$ cat src/rtl/pwr_seq_pkg.sv
// Shared types and codes for the power sequencer: state encoding, command
// and status bytes, timer width and the per-state rail enable map.
package pwr_seq_pkg;

    localparam int unsigned CNT_W = 20;

    localparam logic [7:0] CMD_DOWN  = 8'h00;
    localparam logic [7:0] CMD_UP    = 8'h01;

    localparam logic [7:0] STS_OFF   = 8'h00;
    localparam logic [7:0] STS_ON    = 8'h01;
    localparam logic [7:0] STS_FAULT = 8'hEE;

    typedef enum logic [3:0] {
        S_OFF,
        S_UP_VCORE,
        S_UP_VDIG,
        S_UP_PR,
        S_UP_FUNC,
        S_CHECK,
        S_ON,
        S_DN_FUNC,
        S_DN_PR,
        S_DN_VDIG,
        S_DN_VCORE,
        S_FAULT
    } seq_state_e;

    typedef struct packed {
        logic vcore;
        logic vdig;
        logic pr;
        logic func;
    } rail_en_t;

    // Entering UP_x enables item x; entering DN_x disables item x.
    function automatic rail_en_t rails_for(input seq_state_e s);
        rail_en_t r;
        r = '{1'b0, 1'b0, 1'b0, 1'b0};
        case (s)
            S_UP_VCORE, S_DN_VDIG:                r = '{1'b1, 1'b0, 1'b0, 1'b0};
            S_UP_VDIG, S_DN_PR:                   r = '{1'b1, 1'b1, 1'b0, 1'b0};
            S_UP_PR, S_DN_FUNC:                   r = '{1'b1, 1'b1, 1'b1, 1'b0};
            S_UP_FUNC, S_CHECK, S_ON, S_FAULT:    r = '{1'b1, 1'b1, 1'b1, 1'b1};
            default:                              r = '{1'b0, 1'b0, 1'b0, 1'b0};
        endcase
        return r;
    endfunction

endpackage

$ cat src/rtl/step_timer.sv
// Loadable saturating down-counter; done_c flags the last cycle of a loaded interval.
module step_timer
    import pwr_seq_pkg::*;
(
    input  logic             clk,
    input  logic             rst,
    input  logic             load,
    input  logic [CNT_W-1:0] load_value,
    output logic             done_c
);

    logic [CNT_W-1:0] count;

    always_ff @(posedge clk) begin
        if (rst) begin
            count <= '0;
        end else if (load) begin
            count <= load_value;
        end else if (count != '0) begin
            count <= count - CNT_W'(1);
        end
    end

    // A load of N ends exactly N edges later; saturation at zero keeps this a single pulse.
    assign done_c = (count == CNT_W'(1));

endmodule

$ cat src/rtl/pwr_sequencer.sv
// FPGA rail power sequencer with status reporting.
// Optional feature: define PWR_SEQ_PGOOD_CHECK_EN to enable the power-good check.
module pwr_sequencer
    import pwr_seq_pkg::*;
#(
    parameter int unsigned STEP_CYCLES   = 48000,
    parameter int unsigned PGOOD_TIMEOUT = 480000
) (
    input  logic       clk,
    input  logic       rst,
    input  logic [7:0] cmd_data,
    input  logic       cmd_valid,
    input  logic       sbis_power_on,
    output logic       off_vcore_fpga,
    output logic       off_vdigital_fpga,
    output logic       off_pr_digital_fpga,
    output logic       functional,
    output logic       have_msg,
    input  logic       rdreq,
    output logic [7:0] data_out,
    output logic [7:0] len
);

    seq_state_e       state, state_next;
    logic             cmd_up, cmd_dn;
    logic             done_c, load_c;
    logic [CNT_W-1:0] load_value_c;
    logic             post_c, post_q;
    logic [7:0]       post_code_c, post_code_q;
    rail_en_t         en_next;

`ifdef PWR_SEQ_PGOOD_CHECK_EN
    logic             low_q;
`else
    logic             unused_sbis;
    assign unused_sbis = sbis_power_on;
`endif

    assign cmd_up  = cmd_valid && (cmd_data == CMD_UP);
    assign cmd_dn  = cmd_valid && (cmd_data == CMD_DOWN);
    assign en_next = rails_for(state_next);
    assign len     = 8'd1;

    // Next state, status posting and timer reload.
    always_comb begin
        state_next   = state;
        post_c       = 1'b0;
        post_code_c  = STS_OFF;
        load_c       = 1'b0;
        load_value_c = '0;

        case (state)
            S_OFF: begin
                if (cmd_up) begin
                    state_next = S_UP_VCORE;
                end else if (cmd_dn) begin
                    post_c = 1'b1;
                end
            end
            S_UP_VCORE: begin
                if (cmd_dn)      state_next = S_DN_VCORE;
                else if (done_c) state_next = S_UP_VDIG;
            end
            S_UP_VDIG: begin
                if (cmd_dn)      state_next = S_DN_VDIG;
                else if (done_c) state_next = S_UP_PR;
            end
            S_UP_PR: begin
                if (cmd_dn)      state_next = S_DN_PR;
                else if (done_c) state_next = S_UP_FUNC;
            end
            S_UP_FUNC: begin
                if (cmd_dn) begin
                    state_next = S_DN_FUNC;
                end else if (done_c) begin
`ifdef PWR_SEQ_PGOOD_CHECK_EN
                    state_next = S_CHECK;
`else
                    state_next = S_ON;
`endif
                end
            end
`ifdef PWR_SEQ_PGOOD_CHECK_EN
            S_CHECK: begin
                if (cmd_dn)             state_next = S_DN_FUNC;
                else if (sbis_power_on) state_next = S_ON;
                else if (done_c)        state_next = S_FAULT;
            end
`endif
            S_ON: begin
                if (cmd_dn) begin
                    state_next = S_DN_FUNC;
                end
`ifdef PWR_SEQ_PGOOD_CHECK_EN
                else if (!sbis_power_on && low_q) begin
                    state_next = S_FAULT;
                end
`endif
            end
            S_FAULT:    state_next = S_DN_FUNC;
            S_DN_FUNC:  if (done_c) state_next = S_DN_PR;
            S_DN_PR:    if (done_c) state_next = S_DN_VDIG;
            S_DN_VDIG:  if (done_c) state_next = S_DN_VCORE;
            S_DN_VCORE: if (done_c) state_next = S_OFF;
            default:    state_next = S_OFF;
        endcase

        if (state_next != state) begin
            load_c = 1'b1;
            case (state_next)
                S_ON: begin
                    post_c      = 1'b1;
                    post_code_c = STS_ON;
                end
                S_OFF: begin
                    post_c      = 1'b1;
                    post_code_c = STS_OFF;
                end
                S_FAULT: begin
                    post_c      = 1'b1;
                    post_code_c = STS_FAULT;
                end
                default: ;
            endcase
            case (state_next)
                S_CHECK:             load_value_c = CNT_W'(PGOOD_TIMEOUT);
                S_OFF, S_ON, S_FAULT: load_value_c = '0;
                default:             load_value_c = CNT_W'(STEP_CYCLES);
            endcase
        end
    end

    // State and rail outputs; reset drops every rail at once.
    always_ff @(posedge clk) begin
        if (rst) begin
            state               <= S_OFF;
            off_vcore_fpga      <= 1'b1;
            off_vdigital_fpga   <= 1'b1;
            off_pr_digital_fpga <= 1'b1;
            functional          <= 1'b0;
        end else begin
            state               <= state_next;
            off_vcore_fpga      <= !en_next.vcore;
            off_vdigital_fpga   <= !en_next.vdig;
            off_pr_digital_fpga <= !en_next.pr;
            functional          <= en_next.func;
        end
    end

    // Status lands one cycle after the posting edge and beats a coincident rdreq.
    always_ff @(posedge clk) begin
        if (rst) begin
            post_q      <= 1'b0;
            post_code_q <= STS_OFF;
            have_msg    <= 1'b0;
            data_out    <= STS_OFF;
        end else begin
            post_q      <= post_c;
            post_code_q <= post_code_c;
            if (post_q) begin
                have_msg <= 1'b1;
                data_out <= post_code_q;
            end else if (rdreq && have_msg) begin
                have_msg <= 1'b0;
            end
        end
    end

`ifdef PWR_SEQ_PGOOD_CHECK_EN
    // Remembers a low power-good sample from the previous ON cycle.
    always_ff @(posedge clk) begin
        if (rst) begin
            low_q <= 1'b0;
        end else begin
            low_q <= (state == S_ON) && !sbis_power_on;
        end
    end
`endif

    step_timer u_step_timer (
        .clk        (clk),
        .rst        (rst),
        .load       (load_c),
        .load_value (load_value_c),
        .done_c     (done_c)
    );

endmodule

$ cat config.mk
export PLATFORM = sky130hd
export DESIGN_NAME = pwr_sequencer
export DESIGN_NICKNAME = d
export VERILOG_FILES = /design/src/rtl/pwr_seq_pkg.sv /design/src/rtl/step_timer.sv /design/src/rtl/pwr_sequencer.sv
export SDC_FILE = /design/constraint.sdc
export NUM_CORES = 1
export LEC_CHECK = 0
export BUFFER_PORTS_ARGS = -buffer_cell sky130_fd_sc_hd__buf_2
export CORE_MARGIN = 5
export CORE_UTILIZATION = 56
export CTS_CLUSTER_DIAMETER = 30
export CTS_CLUSTER_SIZE = 24
export DETAILED_ROUTE_END_ITERATION = 12
export MAX_ROUTING_LAYER = met4
export PLACE_DENSITY_LB_ADDON = 0.1
export REMOVE_ABC_BUFFERS = 1
export SLEW_MARGIN = 10
export SYNTH_ARGS = -nofsm -noshare
export SYNTH_HDL_FRONTEND = slang
export SYNTH_SLANG_ARGS = --single-unit
export TNS_END_PERCENT = 1
$ cat constraint.sdc
create_clock -name clk -period 3.75 [get_ports clk]
set_input_delay 0.75 -clock clk [delete_from_list [all_inputs] [get_ports clk]]
set_output_delay 0.75 -clock clk [all_outputs]
set_load 0.01 [all_outputs]
### After elaboration in Yosys (flattened, before gate mapping)

Memories as Yosys holds them, arrays and structs flattened.
Index checks and enable logic that the tools add are counted.

| word-level totals | value |
|---|---|
| register bits after elaboration | 46 |
| ROM bits | 64 |
| input bits | 13 |
| output and inout bits | 21 |
| logic and storage cells | 71 |
| memories kept | 1 |

| cells by class | value |
|---|---|
| add/sub/neg operators | 1 |
| equality and inequality tests | 16 |
| muxes and demuxes | 28 |
| bitwise logic cells | 1 |
| reductions and logical operators | 14 |

Memories:

| memory | depth | width | rd ports | clocked after Yosys merged registers in | write ports | line | text |
|---|---|---|---|---|---|---|---|
| (no name shown) | 16 | 4 | 1 | 0 | 0 | pwr_seq_pkg.sv:40 | `case (s)` |

Operators by type and width:

| cell | number |
|---|---|
| 4-bit 2-to-1 mux | 14 |
| 4-bit case mux with 11 select lines | 1 |
| 20-bit 2-to-1 mux | 2 |
| 19-bit case mux with 2 select lines | 1 |
| 20-bit by 1-bit equality test with 1-bit output, second input constant | 1 |
| 4-bit by 3-bit equality test with 1-bit output, second input constant | 5 |
| 4-bit equality test, second input constant | 5 |
| 20-bit nonzero test | 1 |
| 20-bit by 1-bit subtractor with 20-bit output, second input constant | 1 |
| 19-bit 2-to-1 mux | 1 |
| 8-bit case mux with 2 select lines | 1 |
| 4-bit by 2-bit equality test with 1-bit output, second input constant | 2 |
| 8-bit by 1-bit equality test with 1-bit output, second input constant | 1 |
| 4-bit zero test | 2 |
| 8-bit zero test | 1 |
| 1-bit 2-to-1 mux | 8 |
| 4-bit by 1-bit equality test with 1-bit output, second input constant | 1 |
| 4-bit != test | 1 |
| 2-bit nonzero test | 2 |
| 1-bit logical AND | 3 |
| 1-bit zero test | 3 |
| 3-bit OR reduction | 1 |
| 2-bit OR reduction | 1 |
| 1-bit NOT | 1 |

### Longest topological paths before layout

| logic depth | value |
|---|---|
| word-level depth | 9 |
| mapped depth | 14 |
| mapped depth without buffers | 14 |

### By module

From an unflattened synthesis, not the netlist that was laid out.

| second synthesis, totals | value |
|---|---|
| cells, all modules | 291 |
| area total of the unflattened synthesis | 2337.2 µm² |

Modules (own cells, without submodules):

| module | times used | cells each | area an instance (µm²) | seq. area each (µm²) |
|---|---|---|---|---|
| step_timer | 1 | 159 | 1191.1 | 400.4 |
| pwr_sequencer | 1 | 132 | 1146.1 | 280.3 |

### Worst setup path before layout

Ideal clock, no wire load.

| timing path | value |
|---|---|
| path kind | in2reg |
| start | in cmd_data[4] |
| end | reg u_step_timer.count[7] |
| setup time | 101 ps |
| arrival time | 3093 ps |
| data required time | 3649 ps |
| setup slack | 556 ps |
| cell stages on the path | 12 |
| buffers on the path | 0 |
| path through | or4b_4 > or3_4 > nor2_1 > o32ai_1 > a21oi_1 > inv_1 > ha_1 > inv_1 > a31o_2 > a21o_1 > nand4_1 > o41ai_1 |

| between the ends | value |
|---|---|
| longest elaborated chain between the ends | 9 |
| elaborated cells on any way between the ends | 22 |
| classes of those cells | eq/ne (5); mux (11); reduce/logical (6) |

RTL lines:

| what | line | text |
|---|---|---|
| start: declaration | pwr_sequencer.sv:11 | `input logic [7:0] cmd_data,` |
| 8-bit by 1-bit equality test with 1-bit output / 8-bit zero test (equally long branches) | pwr_sequencer.sv:39, pwr_sequencer.sv:40 |  |
| 1-bit logical AND, on equally long branches | pwr_sequencer.sv:39, pwr_sequencer.sv:40 |  |
| 4-bit 2-to-1 mux, or another cell as far along | pwr_sequencer.sv:54 | `if (cmd_up) begin` |
| 4-bit case mux with 11 select lines (*) | pwr_sequencer.sv:52 | `case (state)` |
| named net state_next[0] | pwr_sequencer.sv:24 | `seq_state_e state, state_next;` |
| 4-bit by 3-bit equality test with 1-bit output, or another cell as far along | pwr_sequencer.sv:125 | `case (state_next)` |
| 3-bit OR reduction (no line) | -- |  |
| 19-bit case mux with 2 select lines | pwr_sequencer.sv:125 |  |
| 19-bit 2-to-1 mux | pwr_sequencer.sv:108 | `if (state_next != state) begin` |
| 20-bit 2-to-1 mux | step_timer.sv:17 | `end else if (load) begin` |
| end signal: assignment | step_timer.sv:18 | `count <= load_value;` |
| end signal: assignment | step_timer.sv:20 | `count <= count - CNT_W'(1);` |
| end: declaration | step_timer.sv:12 | `logic [CNT_W-1:0] count;` |

Mark *: on every way through the listed nets, which the timed path passes. The rest lies on a longest branch.
A chain may end at the register's enable or synchronous reset.

### Final worst setup path

| timing path | value |
|---|---|
| start | in cmd_data[4] |
| end | reg u_step_timer.count[8] |

The elaborated chain is that of the path after synthesis.

==> metrics <==
maximum root-to-sink buffer count 2; CTS Hold Bufs 0; #FFs+latches synth 34; worst hold path type register to register; fraction of the cycle the final worst path needs 84.8%; part of the power in the clock network 22.3%; Finished Core Util 62.2%; initial antenna violation count 0; starting density of the core 57.2%; average detailed-routed wire length per instance 13.9 um; Post-synth EDFFs 0; transition time at the pin with the least slew margin 536 ps; number of I/O port buffers 23; startpoint type of the worst setup path input port; number of distinct library cells after synthesis 60; clock tree from TritonCTS yes; instance area at placement 2150 um2; sw power 591 uW; area leader, netlist sky130_fd_sc_hd__dfxtp_1; clock sinks 34; final weighted congestion of routability-driven global placement 0.829; total standard cell area after synthesis 2080 um2; share of power burned in combinational logic 42.6%; DP HPWL 3160 um; number of CTS-inserted buffers 5; proportion of netlist area held by the largest area contributor 32.8%; Setup crit end kind register; Tot GR Track Use 18.5%; instance count of the mapped netlist 246; number of setup violations in the final report 0; Detailed Route Iter0 Violations 66; remaining global-route overflow 0; total setup buffers inserted after CTS 0; most instantiated flip-flop cell in the synthesis netlist sky130_fd_sc_hd__dfxtp_1; Fmax 0.314 GHz; layout cell share with drive strength beyond 1 18.2%; syn_area_per_cell 8.44 um2; design internal power 905 uW; Detailed Routing Iterations Pass 1 4; areal power density over the cells 662 nW/um2; clock input transition at the sequential cells of the worst setup and hold paths 70 ps; count of antenna diodes in the layout 0; clk root buf sky130_fd_sc_hd__clkbuf_8; number of antenna-violating nets in the routed design 0; wire length after detailed routing 4320 um; DRC 0; CP Data Arrival Time 3340 ps; overall power 1.50 mW; setup repair after global routing missed its margin no; worst slack at placement 276 ps; Relative slew margins 63.3%; share of synthesized area occupied by flip-flops and latches 32.8%; CP Max Fanout 5; area enclosed by the die boundary 5030 um2; io pins 34; via count normalized by instance count 5.56; first-pass GRT wire length 7350 um; pin count of the biggest net entering global routing 17; Final Hold Violating Endpoints 0; number of maximum-capacitance violations 0; Worst Skew 7.98 ps; finished layout cell area 2260 um2; Total Neg Setup Slack 0 ps; Final Max Slew Viols 0; number of instances resized during post-cts repair 0; horizontal extent of the die 70.9 um; Leak Pwr 0.966 nW; site row count 22; top post-synthesis cells by area sky130_fd_sc_hd__dfxtp_1, sky130_fd_sc_hd__nor2_1, sky130_fd_sc_hd__buf_4, sky130_fd_sc_hd__xor2_1, sky130_fd_sc_hd__ha_1; Setup Crit Path Kind input port to register; area growth from synthesis to layout 8.74%; yosys synthesis warning count 0; status completed; share of power burned in registers 35.1%; peak supply drop 0.354 mV; core region area 3630 um2; Min Clock Period, post-route 3180 ps; Async S/R FF share, synth 0%; overall via count from detail_route 1734; # nets final 284; clock insertion delay at the later pin of the skew report 290 ps; switching power share of the total 39.5%; vertical die dimension 70.9 um; required time worst endpoint 3910 ps; smallest setup slack after layout 569 ps; H-Tree Depth 2; number of global-route vias before repair 1580
==> kinds of logic after synthesis <==
family                   count (synthesis)  share of synthesized area, %
AND/OR/NAND/NOR                         94                          25.4
AO/OA/AOI/OAI                           54                          18.9
flip-flops                              34                          32.8
buffers and inverters                   33                          8.79
XOR/XNOR                                19                          8.01
adder cells (fa/ha/maj)                  8                          4.82
other                                    2                         0.362
multiplexers                             2                         0.964
==> flip-flops by register name, summed over array words and instances, names as in the netlist <==
name,flops
data_out,2
off_pr_digital_fpga,1
post_q,1
u_step_timer.count,20
state,4
off_vdigital_fpga,1
off_vcore_fpga,1
have_msg,1
functional,1
post_code_q,2
==> layer usage <==
layer	track usage [%]	up-vias	routed length [um]
met5	-	-	0
met4	6.26	0	59
met3	3.41	6	258
met2	27.8	51	1930
met1	25.0	789	2080
li1	-	888	-
==> cell usage in the layout, fill, tap and decap left out, types with 9 or more instances in the layout <==
| master | n |
|---|---|
| sky130_fd_sc_hd__nand3_1 | 9 |
| sky130_fd_sc_hd__buf_2 | 23 |
| sky130_fd_sc_hd__a21oi_1 | 12 |
| sky130_fd_sc_hd__dfxtp_1 | 34 |
| sky130_fd_sc_hd__conb_1 | 9 |
| sky130_fd_sc_hd__xor2_1 | 12 |
| sky130_fd_sc_hd__inv_1 | 10 |
| sky130_fd_sc_hd__nand2_1 | 11 |
| sky130_fd_sc_hd__nor2_1 | 31 |
| sky130_fd_sc_hd__o21ai_0 | 11 |
==> final cells by class <==
cell class / instances / area, um2
clock buffer: 7 / 76.3
clock inverter: 1 / 30.0
fill: 341 / 1380
inverter: 11 / 41.3
multi-input combinational: 186 / 1240
sequential: 34 / 681
tap: 48 / 60.1
timing repair buffer: 25 / 130
==> worst paths after layout <==
path / from / endpoint / slack (ps) / cells past startpoint
setup / recovery: cmd_data[4] / u_step_timer.count[8] / 570 / 12
hold / removal: have_msg / have_msg / 490 / 2
setup reg to reg: u_step_timer.count[9] / u_step_timer.count[7] / 710 / 12
hold reg to reg: have_msg / have_msg / 490 / 2
==> synthesized netlist by cell type, drive strengths merged (2+ instances only) <==
| cell type | number |
|---|---|
| a211oi | 2 |
| a21o | 6 |
| a21oi | 13 |
| a31oi | 3 |
| and2 | 3 |
| and3 | 2 |
| buf | 18 |
| clkbuf | 4 |
| conb | 2 |
| dfxtp | 34 |
| ha | 8 |
| inv | 10 |
| mux2i | 2 |
| nand2 | 12 |
| nand2b | 3 |
| nand3 | 9 |
| nand3b | 2 |
| nand4 | 3 |
| nor2 | 31 |
| nor3 | 5 |
| nor3b | 4 |
| nor4 | 10 |
| o211ai | 2 |
| o21ai | 14 |
| o311ai | 2 |
| or3 | 2 |
| or4 | 3 |
| or4b | 2 |
| xnor2 | 7 |
| xor2 | 12 |
==> power groups by stage <==
stage,Combinational (mW),Clock [mW],Sequential (mW)
finish,0.638,0.334,0.525
global route,0.722,0.351,0.539
CTS,0.635,0.337,0.524
detailed placement,0.629,0,0.529
global placement,0.626,0,0.528
floorplan,0.503,0,0.515
==> worst max-delay path, stage by stage <==
cell	delay, ps
sky130_fd_sc_hd__buf_2	100
sky130_fd_sc_hd__or4b_4	550
sky130_fd_sc_hd__or3_4	430
sky130_fd_sc_hd__nor2_1	210
sky130_fd_sc_hd__o311ai_2	180
sky130_fd_sc_hd__inv_1	150
sky130_fd_sc_hd__ha_1	200
sky130_fd_sc_hd__inv_1	50
sky130_fd_sc_hd__a31o_2	220
sky130_fd_sc_hd__a21o_1	210
sky130_fd_sc_hd__o2111ai_1	150
sky130_fd_sc_hd__o21ai_0	140
==> stage by stage <==
step,hold slack [ps],std cells
after floorplan,440,231
after detailed placement,477,304
after global placement,448,304
after global routing,507,312
final,489,312
after CTS,494,312
No activity file was read; power rests on OpenSTA's default activity.
